## config.mk

```make
export PLATFORM = sky130hd
export DESIGN_NAME = uart_tx_arbiter
export DESIGN_NICKNAME = d
export VERILOG_FILES = /design/src/rtl/uart_tx_arbiter.sv
export SDC_FILE = /design/constraint.sdc
export NUM_CORES = 1
export LEC_CHECK = 0
export ABC_AREA = 1
export CORE_MARGIN = 1
export CORE_UTILIZATION = 45
export DETAILED_ROUTE_END_ITERATION = 7
export PLACE_DENSITY = 0.86
export RECOVER_POWER = 50
export SETUP_SLACK_MARGIN = 0.5
export SLEW_MARGIN = 10
export SYNTH_ARGS = -nofsm -noshare
export SYNTH_HDL_FRONTEND = slang
export SYNTH_SLANG_ARGS = --single-unit
```

## constraint.sdc

```tcl
create_clock -name clk -period 4 [get_ports clk]
set_clock_uncertainty 0.05 [all_clocks]
set_input_delay 0.6 -clock clk [delete_from_list [all_inputs] [get_ports clk]]
set_output_delay 0.6 -clock clk [all_outputs]
set_load 0.005 [all_outputs]
```

## src/rtl/uart_tx_arbiter.sv

```systemverilog
// uart_tx_arbiter: round-robin arbiter sharing one UART transmitter between
// NUM_REQ requesters. Each transfer walks IDLE -> START -> BUSY -> RELEASE.
// Optional build macro UART_ARB_TIMEOUT_EN adds a watchdog that forces
// RELEASE (with timeout_err) when tx_done never arrives within TIMEOUT_CYC
// BUSY cycles; without it BUSY waits for tx_done indefinitely.
module uart_tx_arbiter #(
  parameter int NUM_REQ     = 4,
  parameter int TIMEOUT_CYC = 4096
) (
  input  logic                 clk,
  input  logic                 rst,
  input  logic [NUM_REQ-1:0]   req,
  input  logic [8*NUM_REQ-1:0] req_data,
  output logic [NUM_REQ-1:0]   ack,
  output logic [NUM_REQ-1:0]   grant,
  output logic                 tx_data_avail,
  output logic [7:0]           tx_data_byte,
  input  logic                 tx_active,
  input  logic                 tx_done,
  output logic                 busy,
  output logic                 timeout_err
);

  localparam int PTR_W = (NUM_REQ > 1) ? $clog2(NUM_REQ) : 1;

  if (NUM_REQ < 2 || NUM_REQ > 8 || TIMEOUT_CYC < 1) begin : g_bad_param
    $error("uart_tx_arbiter: NUM_REQ must be 2..8 and TIMEOUT_CYC at least 1");
  end

  typedef enum logic [1:0] {
    IDLE    = 2'd0,
    START   = 2'd1,
    BUSY    = 2'd2,
    RELEASE = 2'd3
  } state_t;

  state_t           state;
  state_t           state_nxt;
  logic [PTR_W-1:0] rr_ptr;
  logic [PTR_W-1:0] owner;
  logic [PTR_W-1:0] winner;
  logic             win_valid;

`ifdef UART_ARB_TIMEOUT_EN
  localparam int CNT_W = $clog2(TIMEOUT_CYC + 1);

  logic [CNT_W-1:0] tmo_cnt;
  logic             tmo_flag;
  logic             timed_out;
`endif

  // Round-robin search: first requester with req high, starting at rr_ptr and wrapping
  always_comb begin
    int idx;
    winner    = '0;
    win_valid = 1'b0;
    idx       = 0;
    for (int i = 0; i < NUM_REQ; i++) begin
      idx = int'(rr_ptr) + i;
      if (idx >= NUM_REQ) begin
        idx = idx - NUM_REQ;
      end
      if (!win_valid && req[idx]) begin
        win_valid = 1'b1;
        winner    = idx[PTR_W-1:0];
      end
    end
  end

  // Next-state logic; no grant while the transmitter is still busy from elsewhere
  always_comb begin
    state_nxt = state;
`ifdef UART_ARB_TIMEOUT_EN
    timed_out = 1'b0;
`endif
    case (state)
      IDLE: begin
        if (win_valid && !tx_active) begin
          state_nxt = START;
        end
      end
      START: begin
        state_nxt = BUSY;
      end
      BUSY: begin
        if (tx_done) begin
          state_nxt = RELEASE;
        end
`ifdef UART_ARB_TIMEOUT_EN
        else if (tmo_cnt == CNT_W'(TIMEOUT_CYC - 1)) begin
          state_nxt = RELEASE;
          timed_out = 1'b1;
        end
`endif
      end
      RELEASE: begin
        state_nxt = IDLE;
      end
      default: begin
        state_nxt = IDLE;
      end
    endcase
  end

  // State register
  always_ff @(posedge clk or negedge rst) begin
    if (!rst) begin
      state <= IDLE;
    end else begin
      state <= state_nxt;
    end
  end

  // Latch the winner, its byte and grant at arbitration; clear grant and advance rr_ptr at release
  always_ff @(posedge clk or negedge rst) begin
    if (!rst) begin
      grant        <= '0;
      owner        <= '0;
      rr_ptr       <= '0;
      tx_data_byte <= 8'h00;
    end else begin
      if (state == IDLE && state_nxt == START) begin
        grant        <= NUM_REQ'(1) << winner;
        owner        <= winner;
        tx_data_byte <= req_data[int'(winner)*8 +: 8];
      end else if (state == RELEASE) begin
        grant  <= '0;
        rr_ptr <= (owner == PTR_W'(NUM_REQ - 1)) ? '0 : owner + 1'b1;
      end
    end
  end

`ifdef UART_ARB_TIMEOUT_EN
  // Watchdog: cleared on entry to BUSY, counts each BUSY cycle, flags a forced release
  always_ff @(posedge clk or negedge rst) begin
    if (!rst) begin
      tmo_cnt  <= '0;
      tmo_flag <= 1'b0;
    end else begin
      tmo_flag <= timed_out;
      if (state == START) begin
        tmo_cnt <= '0;
      end else if (state == BUSY) begin
        tmo_cnt <= tmo_cnt + 1'b1;
      end
    end
  end

  assign timeout_err = tmo_flag;
`else
  assign timeout_err = 1'b0;
`endif

  assign tx_data_avail = (state == START);
  assign busy          = (state != IDLE);
  assign ack           = (state == RELEASE) ? grant : '0;

endmodule

```

Yosys cells after proc, flatten, opt, wreduce, memory -nomap -nowiden
Index checks and enable logic that the tools add are counted.
{"block": "classes", "add_sub_neg": 8, "n_lt_le_gt_ge": 8, "eq_ne": 5, "n_shift": 2, "n_mux": 31, "bitwise": 1, "n_reduce_logical": 13}
{"cell": "$lt 32x4->1 const B", "n": 4}
{"cell": "$mux 32", "n": 4}
{"cell": "$shiftx 32x6->8", "n": 1}
{"cell": "$mux 2", "n": 7}
{"cell": "$mux 1", "n": 12}
{"cell": "$mux 4", "n": 3}
{"cell": "$sub 3x3->4 const B", "n": 3}
{"cell": "$ge 3x3->1 const B", "n": 3}
{"cell": "$bmux 1 s2", "n": 4}
{"cell": "$pmux 2 s4", "n": 1}
{"cell": "$add 2x2->3 const B", "n": 2}
{"cell": "$eq 2x2->1 const B", "n": 3}
{"cell": "$logic_and 1x1->1", "n": 5}
{"cell": "$eq 2x1->1 const B", "n": 2}
{"cell": "$logic_not 1->1", "n": 4}
{"cell": "$reduce_bool 2->1", "n": 2}
{"cell": "$shl 1x2->4 const A", "n": 1}
{"cell": "$sub 2x3->4 const B", "n": 1}
{"cell": "$add 2x1->3 const B", "n": 1}
{"cell": "$ge 2x3->1 const B", "n": 1}
{"cell": "$add 2x1->2 const B", "n": 1}
{"cell": "$logic_not 2->1", "n": 1}
{"cell": "$reduce_and 2->1", "n": 1}
{"cell": "$not 1->1", "n": 1}
{"block": "totals", "ff_bits": 18, "out_inout_bits": 19, "wordCells": 73}

Longest topological paths before layout
Gate-level depths: netlist of run 1.
{"block": "depth", "depth_word": 22, "mapped_depth": 16}

Worst setup path before layout of run 1
No wires, ideal clock.
{"block": "synth_path", "path_type": "input port to flip-flop", "from": "input req[0]", "to": "register tx_data_byte[0]", "setup_ps": 116, "t_arrival_ps": 1669, "slack_ps": 2165, "cell_stages": 15, "path_cell_list": "inv_1 nand2_1 nand3_1 nand2_2 nand2_2 nand2_2 nand2_4 nand3_4 buf_12 nand2_2 nand2_1 nand2_1 nand2_1 nand2_1 nand2_1"}
{"block": "synth_via", "elab_chain_len": 18, "elab_cells_between_ends": 32}
{"element": "start, declared", "line_no": "12", "text": "input logic [NUM_REQ-1:0] req,"}
{"element": "$bmux 1 s2", "line_no": "63", "text": "if (!win_valid && req[idx]) begin"}
{"element": "$mux 1 (not written as such) (2 in series)", "line_no": "63"}
{"element": "$mux 1", "line_no": "63"}
{"element": "$logic_not 1->1", "line_no": "63"}
{"element": "$logic_and 1x1->1", "line_no": "63"}
{"element": "$mux 1", "line_no": "63"}
{"element": "$logic_not 1->1", "line_no": "63"}
{"element": "$logic_and 1x1->1", "line_no": "63"}
{"element": "$mux 1", "line_no": "63"}
{"element": "$logic_not 1->1", "line_no": "63"}
{"element": "$logic_and 1x1->1", "line_no": "63"}
{"element": "$mux 1", "line_no": "63"}
{"element": "$logic_and 1x1->1", "line_no": "78", "text": "if (win_valid && !tx_active) begin"}
{"element": "$mux 2", "line_no": "78"}
{"element": "$pmux 2 s4", "line_no": "76", "text": "case (state)"}
{"element": "$eq 2x1->1", "line_no": "122", "text": "if (state == IDLE && state_nxt == START) begin"}
{"element": "$logic_and 1x1->1", "line_no": "122"}
{"element": "end signal, assigned", "line_no": "125", "text": "tx_data_byte <= req_data[int'(winner)*8 +: 8];"}
{"element": "end, declared", "line_no": "17", "text": "output logic [7:0] tx_data_byte,"}
Several ways; a longest one is shown, not always the timed one. The select of a mux whose other input is x is not followed.
A chain may end at the register's enable or synchronous reset.

Final worst setup path of run 1
{"block": "layout_path", "from": "register rr_ptr[0]", "to": "register tx_data_byte[5]"}
{"block": "layout_via", "elab_chain_len": 20, "elab_cells_between_ends": 47}
{"element": "start, declared", "line_no": "39", "text": "logic [PTR_W-1:0] rr_ptr;"}
{"element": "start signal, assigned", "line_no": "128", "text": "rr_ptr <= (owner == PTR_W'(NUM_REQ - 1)) ? '0 : owner + 1'b1;"}
{"element": "parallel branches: the longest is 20 deep, another holds $sub 3x3->4"}
Several ways; the timed one is not identified. The select of a mux whose other input is x is not followed.

==> flow_summary.yaml, run 1 <==
global_routing:
  grt_start_max_net_pins: 20
  grt_pass1_vias: 1408
  gr-usage-met2_pct: 37.21
  grt_use_met1_pct: 28.21
  use_met3_pct: 1.948
  antenna_found_initial: 0
  grt_util_all_layers_pct: 21.39
  busiest_layer: "met2"
  gr-total-overflow: 0
  grt_pass1_wl_um: 5878
power:
  total_power_mw: 1.703
  power_density_mw_per_mm2: 822.3
  p_leak_nw: 1.059
  peakVddDrop_mv: 0.4260
timing:
  slew_headroom_pct: 48.22
  fmax_ghz: 0.3928
  fin_crit_ns: 2.546
  whs_ns: 0.4408
  rsz0062_at_grt: "no"
  finalSetupTns_ns: 0
  maxSlewViolCount: 0
  finalCritPeriodShare_pct: 63.64
  setup_viol: 0
  worst_slew_pin_slew_ns: 0.7742
  final_hold_viol_count: 0
logic_synthesis:
  synthesis.area_mm2: 0.001530
  netlist.area_leader.share_pct: 29.44
  synth_simple_gate_area_share_pct: 54.87
  yosysWarnings: 0
  async_flop_share_pct: 100.0
  synth-compound-area-share_pct: 3.107
  ys_types: 29
  syn_inst: 220
  synth_nets: 261
  synth_xor_xnor_area_share_pct: 0.5724
  synth_area_leader_cell: "dfrtp_1"
  yosys_register_bits: 18
  postSynthAreaPerCell_um2: 6.956
  muxShareOfSynthArea_pct: 0
  ys.flop_type: "dfrtp_1"
  yosys-top-cells-area: "dfrtp_1 29%, nand2_1 25%, nand2_2 7.0%, nand4_1 7.0%, nand2_4 4.4%"
  synth_top_family_by_area: "simple AND/OR/NAND/NOR gates"
  ys_seq_area_share_pct: 29.44
  synth_edf_count: 0
  synth-adder-area-share_pct: 0.8177
floorplan:
  die_x_um: 60.32
  die_h_um: 60.32
  start_util_pct: 48.92
  core_area_mm2: 0.003128
  pin_count: 59
  rows: 20
  die_area_mm2: 0.003638
placement:
  port-buffer-count: 57
  gp_congestion: 0.8725
  dp_hpwl_um: 2877
cts:
  numCtsBuffers: 3
  clkTransAtPathRegs_ns: 0.09
  cts.sinks: 18
  cts_resized: 0
  clockBufferDepth: 2
  post_cts_buffers: 0
  htree_levels: 1
  cts_root_buf: "clkbuf_4"
  cts_hold_buf: 0
  cts_tree: "done"
  clkLatencyLatePin_ns: 0.28
setup_path:
  crit_type: "flip-flop to flip-flop"
  critical_path_arrival_ns: 2.67
  endpoint_kind: "flip-flop"
  startpoint_type: "flip-flop"
  required_ns: 4.13
  worst-path-max-fanout: 11
finish:
  areaGrowthSynthToFinish_pct: 35.32
  diodes: 0
  fillCellCount: 279
  fin_nets: 314
  drive_gt1_share_pct: 13.65
run:
  cap_violations: 0
drt:
  antenna_left: 0
  first_pass_iters: 4
  drt-total-wl_um: 3657
  via_per_inst: 4.883
  dr_total_vias: 1538
  drt_iter0_markers: 96
  wl_per_cell_um: 11.61
  route.detailed.drc: 0
status:
  status: "finished clean"
hold_path:
  hold_path.class: "flip-flop to flip-flop"
[placed cells by master (no fill, tap or decap), drive strengths merged, types with 3 or more instances in the layout]
cell | netlist | layout
clkbuf | 3 | 3
clkdlybuf4s50 | 0 | 50
dfrtp | 18 | 18
dlygate4sd3 | 0 | 7
inv | 15 | 15
nand2 | 126 | 126
nand3 | 13 | 13
nand4 | 17 | 17
nor2 | 8 | 8
o21ai | 5 | 5
[through the flow]
stage	util, %	setup WS, ns	cells	cell area (um2)
detailed placement	65.48	1.229	312	2048
global route	66.20	1.193	315	2071
finish	66.20	1.454	315	2071
CTS	66.20	1.474	315	2071
floorplan	-	2.165	220	1530
global placement	65.48	1.349	312	2048
[registers in the layout, indices dropped and copies added, names as in the netlist]
signal        count
grant             4
owner             2
state             2
rr_ptr            2
tx_data_byte      8
[cells by family (layout without fill, tap and decap cells)]
family	after synthesis	count (layout)
buf+inv	25	76
xor+xnor	1	1
flops	18	18
fa+ha+maj	1	1
compound gates	8	8
other cells	1	1
simple gates	166	166
[worst max-delay path, stage by stage, from the launching register on]
cell      delay, ns
dfrtp_1        0.65
inv_2          0.20
nand2_1        0.14
nand2_4        0.07
o21ai_2        0.20
nand3b_1       0.14
nand3_1        0.06
nand2_1        0.25
clkinv_1       0.31
nand2_1        0.16
nand2_1        0.06
nand2_1        0.07
nand2_1        0.06
[worst paths after layout]
check	start	endpoint	slack, ns	cells after the start
min in group asynchronous	rst	tx_data_byte[0]	0.78	1
setup reg to reg	rr_ptr[0]	tx_data_byte[5]	1.45	12
hold / removal	tx_data_byte[7]	tx_data_byte[7]	0.44	2
setup / recovery	rr_ptr[0]	tx_data_byte[5]	1.45	12
max in group asynchronous	rst	tx_data_byte[1]	2.64	1
hold reg to reg	tx_data_byte[7]	tx_data_byte[7]	0.44	2
[area by class of cell]
class | instances | area, um2 | area share, %
multi-input combinational | 177 | 912.1 | 44.05
tap | 44 | 55.05 | 2.659
timing repair buffer | 57 | 570.5 | 27.55
inverter | 16 | 60.06 | 2.900
sequential | 18 | 450.4 | 21.75
clock buffer | 3 | 22.52 | 1.088
[layer usage]
layer  vias up  part of all wire, %
li1        802                    -
met1       692                   46
met2        40                   48
met3         4                  5.3
met4         0                 0.93
met5         -                    0
[synth_stat cells, types with 2 or more instances]
cell type    n
nand2_1    103
dfrtp_1     18
nand2_2     17
nand4_1     17
inv_1       12
nand3_1      8
nor2_1       7
nand2_4      6
buf_6        4
inv_2        3
nand3_4      3
o21ai_0      3
clkbuf_8     2
nand3_2      2
[power by group]
group	total, mW	internal (mW)	switching [mW]
Clock	0.0854	0.0350	0.0504
Sequential	0.339	0.263	0.0758
Combinational	1.28	0.474	0.804
Total	1.70	0.773	0.930
(Power assumes the default switching activity.)
==> run 2: changes to the inputs <==
- CORE_UTILIZATION: 45 -> 40
- PLACE_DENSITY: 0.86 -> 0.81
- clock period: 4 -> 2.2 ns (I/O delays scaled with it)
==> flow_summary.yaml, run 2 (synthesis gave the netlist of run 1 again) <==
timing:
  fmax_ghz: 0.5328
  final_hold_viol_count: 0
  finalSetupTns_ns: 0
  worst_slew_pin_slew_ns: 0.9439
  whs_ns: 0.4276
  slew_headroom_pct: 37.08
  fin_crit_ns: 1.877
  maxSlewViolCount: 0
  setup_ws_ns: 0.3232
  finalCritPeriodShare_pct: 85.31
  rsz0062_at_grt: "yes"
  setup_viol: 0
setup_path:
  startpoint_type: "flip-flop"
  endpoint: "tx_data_byte[1]"
  r2r_start: "rr_ptr[0]"
  endpoint_kind: "flip-flop"
  r2r_cells: 16
  rrSetupSlack_ns: 0.32
  worstReg2RegEnd: "tx_data_byte[1]"
  worst-path-max-fanout: 9
  startpoint: "rr_ptr[0]"
  critical_path_arrival_ns: 1.97
  crit_type: "flip-flop to flip-flop"
  required_ns: 2.29
drt:
  first_pass_iters: 4
  drt_iter0_markers: 105
  wl_per_cell_um: 12.01
  dr_total_vias: 1632
  route.detailed.drc: 0
  antenna_left: 0
  drt-total-wl_um: 4168
  via_per_inst: 4.703
cts:
  clkLatencyLatePin_ns: 0.25
  htree_levels: 1
  cts_hold_buf: 0
  clockBufferDepth: 2
  numCtsBuffers: 3
  clkTransAtPathRegs_ns: 0.06
  cts.sinks: 18
  cts_tree: "done"
  cts_root_buf: "clkbuf_8"
finish:
  fin_nets: 342
  largest_reg_flops: 8
  diodes: 0
  regMostFlops: "tx_data_byte"
  fillCellCount: 294
  multi_input_area_mm2: 0.001036
  final_core_util_pct: 69.10
  reg_top3: "tx_data_byte (8), grant (4)"
  areaGrowthSynthToFinish_pct: 65.33
  drive_gt1_share_pct: 29.77
  seq_area_um2: 452.9
  layoutNonFillerInstCount: 347
  final_common_cell: "nand2_1"
  final_cell_mix: "92 x nand2_1, 42 x clkdlybuf4s50_1, 18 x nand2_4"
  final_area_mm2: 0.002530
global_routing:
  grt_start_max_net_pins: 19
  grt_pass1_wl_um: 6189
  grt_pass1_vias: 1342
  antenna_found_initial: 0
  gr-total-overflow: 0
  grt_util_all_layers_pct: 18.73
power:
  p_sw_share_pct: 49.18
  p_switching_mw: 2.082
  p_leak_nw: 1.360
  p_comb_share_pct: 80.5
  total_power_mw: 4.234
  pwr-share-clk_pct: 5.2
  internal_power_mw: 2.152
  power_density_mw_per_mm2: 1674
  peakVddDrop_mv: 0.8206
  pwr-share-seq_pct: 14.2
placement:
  gp_congestion: 0.8129
  dp_cells: 323
  port-buffer-count: 57
  dp_hpwl_um: 2781
  dpl_cell_area_mm2: 0.002113
  place_ws_ns: -0.02434
run:
  cap_violations: 0
hold_path:
  hold_path.class: "flip-flop to flip-flop"
  worstHoldStart: "tx_data_byte[7]"
floorplan:
  die_h_um: 63.85
  die_area_mm2: 0.004077
  rows: 22
  pin_count: 59
  start_util_pct: 41.80
  core_area_mm2: 0.003661
  die_x_um: 63.85
status:
  status: "finished clean"
[run 2: changes by cell type in the layout (fill, tap and decap cells not counted), sizes merged]
cell / previous run / this run
dlygate4sd2: 0 / 1
clkdlybuf4s50: 50 / 42
dlymetal6s2s: 0 / 8
clkdlybuf4s25: 0 / 1
clkbuf: 3 / 7
clkinvlp: 0 / 2
buf: 0 / 23
inv: 15 / 14
dlygate4sd3: 7 / 5
[run 2: worst min-delay path by stage]
stage	to	slack (ns)	cells past startpoint
global placement	tx_data_byte[0]	0.41	2
detailed placement	tx_data_byte[7]	0.41	2
finish	tx_data_byte[7]	0.43	2
CTS	tx_data_byte[5]	0.35	2
global route	tx_data_byte[1]	0.45	2
floorplan	grant[0]	-0.02	0
[run 2: power by group through the flow]
stage	Clock (mW)	Combinational, mW	Sequential, mW
after floorplan	0	1.98	0.584
after global placement	0	2.46	0.596
after detailed placement	0	2.48	0.600
after CTS	0.228	2.85	0.594
after global routing	0.250	3.74	0.620
final	0.221	3.41	0.603
[run 2: worst max-delay path, stage by stage, from the launching register on]
cell,delay (ns)
dfrtp_2,0.44
buf_8,0.16
nand2_1,0.06
nand2_1,0.08
nand2_1,0.10
nand2_2,0.07
nand2_4,0.08
nand2_4,0.05
nand2_4,0.07
nand3_4,0.11
buf_12,0.16
nand2_1,0.05
nand2_1,0.05
nand2_1,0.05
nand2_1,0.07
nand2_1,0.06
nand2_1,0.05
[run 2: routing by layer]
metal	GRT usage (%)	vias to the layer above	share of wire (%)
li1	-	856	-
met3	1.964	6	4.6
met1	27.38	723	47
met5	0	-	0
met2	29.39	47	48
met4	4.261	0	1.0
[run 2: final cells by class]
| type | instances | share of cell area, % |
|---|---|---|
| Timing Repair Buffer | 84 | 33.83 |
| Inverter | 16 | 3.017 |
| Sequential cell | 18 | 17.90 |
| Clock buffer | 3 | 1.632 |
| Timing Repair inverter | 1 | 0.2967 |
| Tap cell | 48 | 2.374 |
| Multi-Input combinational cell | 177 | 40.95 |
[run 2: repair_timing]
action | 4_1_cts | 5_1_grt
buffers inserted | 5 | 14
resized for setup | 19 | 45
pin swaps | 1 | 7
gates cloned | 0 | 2
endpoints found under the setup margin | 19 | 20
==> run 3: changes to the inputs <==
--- a/config.mk
+++ b/config.mk
@@ -13,5 +13,6 @@
 export RECOVER_POWER = 50
 export SETUP_SLACK_MARGIN = 0.5
-export SLEW_MARGIN = 10
+export SKIP_CTS_REPAIR_TIMING = 1
+export SLEW_MARGIN = 40
 export SYNTH_ARGS = -nofsm -noshare
 export SYNTH_HDL_FRONTEND = slang
==> constraint.sdc (replaced) <==
create_clock -name clk -period 2.2 [get_ports clk]
set_clock_uncertainty 0.05 [all_clocks]
set_input_delay 0.55 -clock clk [delete_from_list [all_inputs] [get_ports clk]]
set_output_delay 0.55 -clock clk [all_outputs]
set_load 0.005 [all_outputs]
==> flow_summary.yaml, run 3 (synthesis gave the netlist of run 1 again) <==
status:
  status: "finished clean"
hold_path:
  worstHoldStart: "owner[1]"
  holdPathEnd: "owner[1]"
  holdPathStages: 2
  hold_path.class: "flip-flop to flip-flop"
finish:
  drive_gt1_share_pct: 33.44
  final_common_cell: "nand2_1"
  reg_top3: "tx_data_byte (8), grant (4)"
  final_cell_mix: "89 x nand2_1, 34 x clkdlybuf4s50_1, 24 x nand2_2"
  layoutNonFillerInstCount: 356
  fin_nets: 350
  areaGrowthSynthToFinish_pct: 74.41
  largest_reg_flops: 8
  diodes: 0
  regMostFlops: "tx_data_byte"
  final_area_mm2: 0.002669
  final_core_util_pct: 72.90
timing:
  rsz0062_at_grt: "yes"
  slew_headroom_pct: 38.64
  finalSetupTns_ns: 0
  fmax_ghz: 0.5169
  setup_ws_ns: 0.2654
  maxSlewViolCount: 0
  fin_crit_ns: 1.935
  finalCritPeriodShare_pct: 87.94
  setup_viol: 0
  worst_slew_pin_slew_ns: 0.9204
  final_hold_viol_count: 0
floorplan:
  die_h_um: 63.85
  die_area_mm2: 0.004077
  pin_count: 59
  core_area_mm2: 0.003661
  die_x_um: 63.85
  rows: 22
  start_util_pct: 41.80
cts:
  cts.sinks: 18
  clkLatencyLatePin_ns: 0.26
  cts_root_buf: "clkbuf_8"
  cts_tree: "done"
  htree_levels: 1
  clockBufferDepth: 2
  clkTransAtPathRegs_ns: 0.07
  numCtsBuffers: 3
drt:
  dr_total_vias: 1794
  via_per_inst: 5.039
  wl_per_cell_um: 13.36
  first_pass_iters: 4
  route.detailed.drc: 0
  drt-total-wl_um: 4757
  antenna_left: 0
  drt_iter0_markers: 136
setup_path:
  r2r_cells: 15
  required_ns: 2.30
  endpoint_kind: "flip-flop"
  crit_type: "flip-flop to flip-flop"
  r2r_start: "rr_ptr[0]"
  rrSetupSlack_ns: 0.27
  worstReg2RegEnd: "tx_data_byte[3]"
  worst-path-max-fanout: 6
  startpoint_type: "flip-flop"
  critical_path_arrival_ns: 2.04
power:
  pwr-share-seq_pct: 13.7
  power_density_mw_per_mm2: 1696
  pwr-share-clk_pct: 6.0
  p_comb_share_pct: 80.3
  p_switching_mw: 2.256
  p_leak_nw: 1.531
  peakVddDrop_mv: 0.8173
  internal_power_mw: 2.269
  p_sw_share_pct: 49.86
global_routing:
  antenna_found_initial: 0
  grt_pass1_wl_um: 6037
  grt_pass1_vias: 1328
  gr-total-overflow: 0
  grt_start_max_net_pins: 20
  grt_util_all_layers_pct: 19.06
placement:
  port-buffer-count: 57
  dp_hpwl_um: 2899
  gp_congestion: 0.8485
  dpl_cell_area_mm2: 0.002188
  place_ws_ns: -0.2271
  dp_cells: 328
run:
  cap_violations: 0
[run 3: layer usage]
layer	part of all wire (%)	up-vias	track usage (%)
li1	-	887	-
met1	45	814	26.91
met2	45	76	28.19
met3	5.9	17	2.679
met4	3.9	0	9.375
met5	0	-	0
[run 3: cell type report]
cell class,count,area [um2]
timing repair buffer,90,947.2
fill,263,992.2
tap,48,60.06
sequential,18,455.4
multi-input combinational,180,1074
clock buffer,4,55.05
inverter,16,77.57
[run 3: critical path, cell delays in order, from the launching register on]
cell and delay [ns]:
dfrtp_2 0.44, buf_6 0.17, nand2_2 0.06, nand2_2 0.09, nand2_1 0.08, nand2_1 0.08, nand2_2 0.09, nand3_4 0.15
buf_4 0.14, nand3_4 0.10, nand2_1 0.08, nand2_1 0.06, nand2_1 0.07, nand2_1 0.06, nand2_1 0.06, nand2_1 0.05
[run 3: how the worst max path moves through the flow]
stage | start | to | cells after the start
final | rr_ptr[0] | tx_data_byte[3] | 15
after global routing | rr_ptr[0] | tx_data_byte[0] | 15
after CTS | state[1] | ack[2] | 3
after detailed placement | req[0] | tx_data_byte[1] | 15
after global placement | req[0] | tx_data_byte[0] | 16
after floorplan | rr_ptr[0] | tx_data_byte[0] | 15
[run 3: power by group through the flow]
stage | clock network [mW] | registers [mW] | logic, mW
4_1_cts | 0.278 | 0.607 | 2.63
2_1_floorplan | 0 | 0.585 | 2.00
3_5_place_dp | 0 | 0.609 | 2.62
3_3_place_gp | 0 | 0.611 | 2.58
6_report | 0.272 | 0.619 | 3.63
5_1_grt | 0.299 | 0.639 | 3.94
[run 3: per-stage QoR]
| step | hold slack, ns | total power [mW] |
|---|---|---|
| 2_1_floorplan | 0.2044 | 2.585 |
| 3_3_place_gp | 0.4186 | 3.188 |
| 3_5_place_dp | 0.4208 | 3.224 |
| 4_1_cts | 0.4383 | 3.514 |
| 5_1_grt | 0.4741 | 4.881 |
| 6_report | 0.4351 | 4.525 |
